--- src/rtl/rf_write_arbiter.sv ---
// rf_write_arbiter: round-robin arbiter sharing the single register-file write
// port among four requesters (writeback, load return, link write, debug poke).
// A winner is picked each cycle and the register file sees registered write
// controls plus a one-cycle grant pulse back to the winner.
//
// Ports:
//   clk            system clock, rising edge
//   rst            synchronous active-high reset
//   req            request vector, bit i = requester i
//   req_addr       requester i address at [i*ADDR_W +: ADDR_W]
//   req_data       requester i data at [i*DATA_W +: DATA_W]
//   stall          suppresses new grants this cycle
//   gnt            one-hot grant pulse (registered)
//   rf_write       register-file write enable (registered)
//   rf_writeregsel register-file write address (registered)
//   rf_writedata   register-file write data (registered)
//   err            sticky requester protocol-error flag
module rf_write_arbiter #(
  parameter int unsigned DATA_W = 16,
  parameter int unsigned ADDR_W = 3
) (
  input  logic                  clk,
  input  logic                  rst,
  input  logic [3:0]            req,
  input  logic [4*ADDR_W-1:0]   req_addr,
  input  logic [4*DATA_W-1:0]   req_data,
  input  logic                  stall,
  output logic [3:0]            gnt,
  output logic                  rf_write,
  output logic [ADDR_W-1:0]     rf_writeregsel,
  output logic [DATA_W-1:0]     rf_writedata,
  output logic                  err
);

  localparam int unsigned N_REQ = 4;
  localparam int unsigned PTR_W = 2;

  logic [N_REQ-1:0]  gnt_q, gnt_d;
  logic              rf_write_q, rf_write_d;
  logic [ADDR_W-1:0] sel_q, sel_d;
  logic [DATA_W-1:0] data_q, data_d;
  logic              err_q, err_d;
  logic [PTR_W-1:0]  ptr_q, ptr_d;
  logic [N_REQ-1:0]  pend_q, pend_d;
  logic [ADDR_W-1:0] cap_addr_q [N_REQ];
  logic [ADDR_W-1:0] cap_addr_d [N_REQ];
  logic [DATA_W-1:0] cap_data_q [N_REQ];
  logic [DATA_W-1:0] cap_data_d [N_REQ];

  logic [N_REQ-1:0]  elig;
  logic              found;
  logic [PTR_W-1:0]  win_idx;
  logic [PTR_W-1:0]  idx;
  logic [N_REQ-1:0]  win_oh;
  logic              fault;
  logic [ADDR_W-1:0] slice_addr;
  logic [DATA_W-1:0] slice_data;

  // Winner search from ptr upward with wrap; the current grant is masked so a
  // requester still holding req during its grant cycle is not granted twice.
  always_comb begin
    elig    = req & ~gnt_q;
    found   = 1'b0;
    win_idx = '0;
    idx     = '0;
    if (!stall) begin
      for (int unsigned k = 0; k < N_REQ; k++) begin
        idx = ptr_q + PTR_W'(k);
        if (!found && elig[idx]) begin
          found   = 1'b1;
          win_idx = idx;
        end
      end
    end
    win_oh = found ? (N_REQ'(1) << win_idx) : '0;
  end

  // Next-state for write controls, pointer, pending tracking and error flag.
  always_comb begin
    gnt_d      = win_oh;
    rf_write_d = found;
    sel_d      = sel_q;
    data_d     = data_q;
    ptr_d      = ptr_q;
    pend_d     = pend_q;
    fault      = 1'b0;
    slice_addr = '0;
    slice_data = '0;
    for (int unsigned i = 0; i < N_REQ; i++) begin
      cap_addr_d[i] = cap_addr_q[i];
      cap_data_d[i] = cap_data_q[i];
    end

    if (found) begin
      sel_d  = req_addr[win_idx*ADDR_W +: ADDR_W];
      data_d = req_data[win_idx*DATA_W +: DATA_W];
      ptr_d  = win_idx + PTR_W'(1);
    end

    for (int unsigned i = 0; i < N_REQ; i++) begin
      slice_addr = req_addr[i*ADDR_W +: ADDR_W];
      slice_data = req_data[i*DATA_W +: DATA_W];
      // A waiting requester must keep req high and its payload stable.
      if (pend_q[i] && (!req[i] || (slice_addr != cap_addr_q[i]) ||
                        (slice_data != cap_data_q[i]))) begin
        fault = 1'b1;
      end
      // The grant-cycle hold (gnt_q set) is not a new wait.
      if (win_oh[i]) begin
        pend_d[i] = 1'b0;
      end else if (req[i] && !gnt_q[i] && !pend_q[i]) begin
        pend_d[i]     = 1'b1;
        cap_addr_d[i] = slice_addr;
        cap_data_d[i] = slice_data;
      end
    end

    err_d = err_q | fault;
  end

  // State registers; reset drops any write in flight.
  always_ff @(posedge clk) begin
    if (rst) begin
      gnt_q      <= '0;
      rf_write_q <= 1'b0;
      sel_q      <= '0;
      data_q     <= '0;
      err_q      <= 1'b0;
      ptr_q      <= '0;
      pend_q     <= '0;
      for (int unsigned i = 0; i < N_REQ; i++) begin
        cap_addr_q[i] <= '0;
        cap_data_q[i] <= '0;
      end
    end else begin
      gnt_q      <= gnt_d;
      rf_write_q <= rf_write_d;
      sel_q      <= sel_d;
      data_q     <= data_d;
      err_q      <= err_d;
      ptr_q      <= ptr_d;
      pend_q     <= pend_d;
      for (int unsigned i = 0; i < N_REQ; i++) begin
        cap_addr_q[i] <= cap_addr_d[i];
        cap_data_q[i] <= cap_data_d[i];
      end
    end
  end

  assign gnt            = gnt_q;
  assign rf_write       = rf_write_q;
  assign rf_writeregsel = sel_q;
  assign rf_writedata   = data_q;
  assign err            = err_q;

endmodule

--- config.mk ---
export PLATFORM = sky130hd
export DESIGN_NAME = rf_write_arbiter
export DESIGN_NICKNAME = d
export VERILOG_FILES = /design/src/rtl/rf_write_arbiter.sv
export SDC_FILE = /design/constraint.sdc
export NUM_CORES = 1
export LEC_CHECK = 0
export CORE_MARGIN = 4
export CORE_UTILIZATION = 47
export DETAILED_ROUTE_END_ITERATION = 16
export GPL_TIMING_DRIVEN = 1
export PLACE_DENSITY = 0.77
export SLEW_MARGIN = 0
export SYNTH_ARGS = -nofsm -noshare
export SYNTH_HDL_FRONTEND = slang
export SYNTH_SLANG_ARGS = --single-unit
--- constraint.sdc ---
create_clock -name clk -period 2.82 [get_ports clk]
set_input_delay 0.564 -clock clk [delete_from_list [all_inputs] [get_ports clk]]
set_output_delay 0.564 -clock clk [all_outputs]
set_load 0.005 [all_outputs]
==> metrics.md <==
| Metric | Value |
|---|---|
| Status | `complete, no violations` |
| Worst-margin pin slew | `0.506 ns` |
| Layout cell share with drive strength beyond 1 | `9.06%` |
| EDFF count, synth | `0` |
| Max Cap Viol | `0` |
| IO Pins | `108` |
| DR iter-0 viols | `499` |
| Register bit count reported by yosys | `107` |
| Ratio of final minimum period to clock period | `95.0%` |
| First-pass GRT wire length | `24700 um` |
| Synth top area share | `40.3%` |
| H-tree levels | `3` |
| Residual DRC count | `0` |
| Hold Crit Endpoint | `cap_addr_q[2][2]` |
| Synth Area per Inst | `8.20 um2` |
| Largest net degree at the start of global routing | `49` |
| Die ar. | `13100 um2` |
| Total core area | `11000 um2` |
| CTS clk-pin slew, worst paths | `0.07 ns` |
| Crit Path Max Fanout | `19` |
| Final critical-path setup slack | `0.142 ns` |
| Most common cell in the synthesized netlist | `nand2_1` |
| Post-synthesis sequential area ratio | `40.3%` |
| Hold path depth | `2` |
| WL per Instance | `17.6 um` |
| Post-layout util | `64.2%` |
| List of most frequent post-synthesis cells | `nand2_1 (190), dfxtp_1 (107), a21oi_1 (78)` |
| Post-synth top area cell | `dfxtp_1` |
| Minimum clock period | `2.68 ns` |
| ANT nets after route | `0` |
| Detailed Route WL | `16100 um` |
| Crit path DAT | `2.91 ns` |
| Hpwl dp | `12300 um` |
| Netlist cell types | `47` |
| Finish-stage setup viols | `0` |
| Antenna cell count | `0` |
| FF-to-FF path depth | `11` |
| Startpoint types | `input pin` |
| Pwr/cell area | `564 nW/um2` |
| Syn. warnings | `0` |
| CTS Buf Count | `9` |
| Worst R2R Start | `gnt[0]` |
| Syn nets | `736` |
| Reg-to-Reg End | `cap_data_q[0][3]` |
| I/O Buffers | `107` |
| Synthesized cell area | `5320 um2` |
| DR vias/cell | `5.53` |
| Critical path type | `input pin to flip-flop` |
| Fmax | `373 MHz` |
| Synth area leaders | `dfxtp_1 (40%), nand2_1 (13%), xor2_1 (8.7%), a21oi_1 (7.3%), xnor2_1 (3.8%)` |
| Min-delay src | `cap_addr_q[2][2]` |
| P_leak | `2.87 nW` |
| Vias in the first global route | `4735` |
| Gp weighted congestion | `0.909` |
| Clk Tree Root Cell | `clkbuf_16` |
| Post-synth top flop | `dfxtp_1` |
| DP Worst Slack | `-0.435 ns` |
| GRT Total Usage | `24.1%` |
| Worst-Skew Late Latency | `0.35 ns` |
| Relative slew margins | `66.3%` |
| Die W | `114 um` |
| CP required | `3.05 ns` |
| Reg2reg setup slack | `0.38 ns` |
| Cell row count | `38` |
| Crit. End Element | `flip-flop` |
| Worst hold path class | `flip-flop to flip-flop` |
| Final Hold Fails | `0` |
| TritonCTS clock tree | `done` |
| Gate Count Post-Synth | `649` |
| RSZ-0062 raised after global routing | `false` |
| Asr flop ratio synth | `0%` |
| Worst VDD drop | `326 uV` |
| Routed vias | `5050` |
| Clock Skews | `0.00908 ns` |
| Initial antenna violation count | `0` |
| Final Max Tran Viols | `0` |
| Die Height | `114 um` |
| Drt pass-1 iters | `6` |
| Clock sinks | `107` |
| Nets@finish | `855` |
| Starting Density | `48.5%` |
| Clock tree buffer depth | `2` |
| Total global routing overflow | `0` |
| P&R area growth vs syn | `32.6%` |
layer usage:
metal / wire length, um / track usage (%)
met3: 919 / 3.01
met4: 318 / 8.08
met1: 6930 / 32.4
met2: 7910 / 40.2
met5: 0 / 0
power by group:
| part | internal, mW | switching [mW] |
|---|---|---|
| Combinational | 0.463 | 0.477 |
| Sequential | 1.63 | 0.0921 |
| Clock | 0.724 | 0.596 |
| Total | 2.81 | 1.17 |
worst max-delay path by stage:
| stage | slack, ns | startpoint | to | cells past startpoint |
|---|---|---|---|---|
| 2_1_floorplan | 0.004 | req[0] | cap_addr_q[1][0] | 13 |
| 3_3_place_gp | -0.30 | req[0] | cap_data_q[1][12] | 12 |
| 3_5_place_dp | -0.44 | req[0] | cap_addr_q[1][0] | 12 |
| 4_1_cts | 0.07 | req[0] | cap_addr_q[1][2] | 12 |
| 5_1_grt | 0.04 | req[3] | cap_data_q[0][1] | 12 |
| 6_report | 0.14 | req[3] | cap_data_q[0][3] | 12 |
timing repair:
item                       4_1_cts  5_1_grt
resized for setup                4        6
hold buffers                     0        0
setup endpoints to repair       38       47
pin swaps                        1        2
setup buffers                    1        1
cells by family (layout without fill, tap and decap cells):
| family | after synthesis | in the layout | share of synthesized area [%] |
|---|---|---|---|
| AO/OA/AOI/OAI | 140 | 140 | 16.9 |
| XOR/XNOR | 76 | 76 | 12.5 |
| adder cells (fa/ha/maj) | 4 | 4 | 0.941 |
| buffers and inverters | 40 | 164 | 4.40 |
| flip-flops | 107 | 107 | 40.3 |
| multiplexers | 19 | 19 | 3.57 |
| AND/OR/NAND/NOR | 263 | 263 | 21.5 |
stage by stage:
stage | hold WS, ns | power [mW] | TNS [ns] | cells | area [um2]
floorplan | 0.448 | 2.25 | 0 | 649 | 5330
global placement | 0.453 | 2.64 | -18.16 | 895 | 6690
detailed placement | 0.459 | 2.67 | -23.96 | 895 | 6690
CTS | 0.469 | 3.97 | 0 | 912 | 7030
global route | 0.480 | 4.14 | 0 | 913 | 7060
finish | 0.471 | 3.98 | 0 | 913 | 7060
worst max-delay path, cell delays in order:
cell and delay, ns:
clkdlybuf4s50_1 0.52, and2b_4 0.21, o221ai_1 0.12, a21o_2 0.25, nor2_8 0.09, inv_1 0.09
ha_1 0.23, nor2b_1 0.18, or3_1 0.32, buf_4 0.21, nand2_1 0.08, a21oi_1 0.06
cell type report:
type                    count  area, um2
flip-flops and latches    107       2140
clock inverters             6       70.1
repair buffers            144       1440
well taps                 140        175
clock buffers              10        239
multi-input cells         502       2970
inverters                   4       15.0
fillers                   893       3930
state kept, by name, indices dropped and copies added (netlist names):
register / cells
ptr_q: 2
pend_q: 4
rf_write: 1
cap_data_q: 64
gnt: 4
rf_writedata: 16
rf_writeregsel: 3
cap_addr_q: 12
err: 1
placed cells by master (no fill, tap or decap), types with 2 or more instances in the layout:
| cell | synthesis | routed |
|---|---|---|
| nor2_1 | 25 | 25 |
| ha_1 | 4 | 4 |
| a211o_1 | 21 | 21 |
| a31oi_1 | 20 | 20 |
| dfxtp_1 | 107 | 107 |
| o31ai_1 | 4 | 4 |
| mux2i_1 | 19 | 19 |
| buf_12 | 1 | 7 |
| nor4_1 | 13 | 13 |
| o221ai_1 | 3 | 3 |
| dlymetal6s2s_1 | 0 | 3 |
| a211oi_4 | 2 | 2 |
| nand2b_1 | 4 | 3 |
| clkdlybuf4s50_1 | 0 | 103 |
| nand2_1 | 190 | 190 |
| nand4_1 | 7 | 7 |
| or3_1 | 2 | 2 |
| and2_1 | 4 | 4 |
| inv_1 | 4 | 4 |
| clkbuf_16 | 0 | 9 |
| xor2_1 | 53 | 53 |
| nor2b_1 | 2 | 2 |
| a21oi_1 | 78 | 78 |
| nand3_1 | 4 | 4 |
| buf_4 | 3 | 29 |
| xnor2_1 | 23 | 23 |
| inv_6 | 0 | 3 |
| a211oi_1 | 4 | 4 |
No activity file was read; power rests on OpenSTA's default activity.
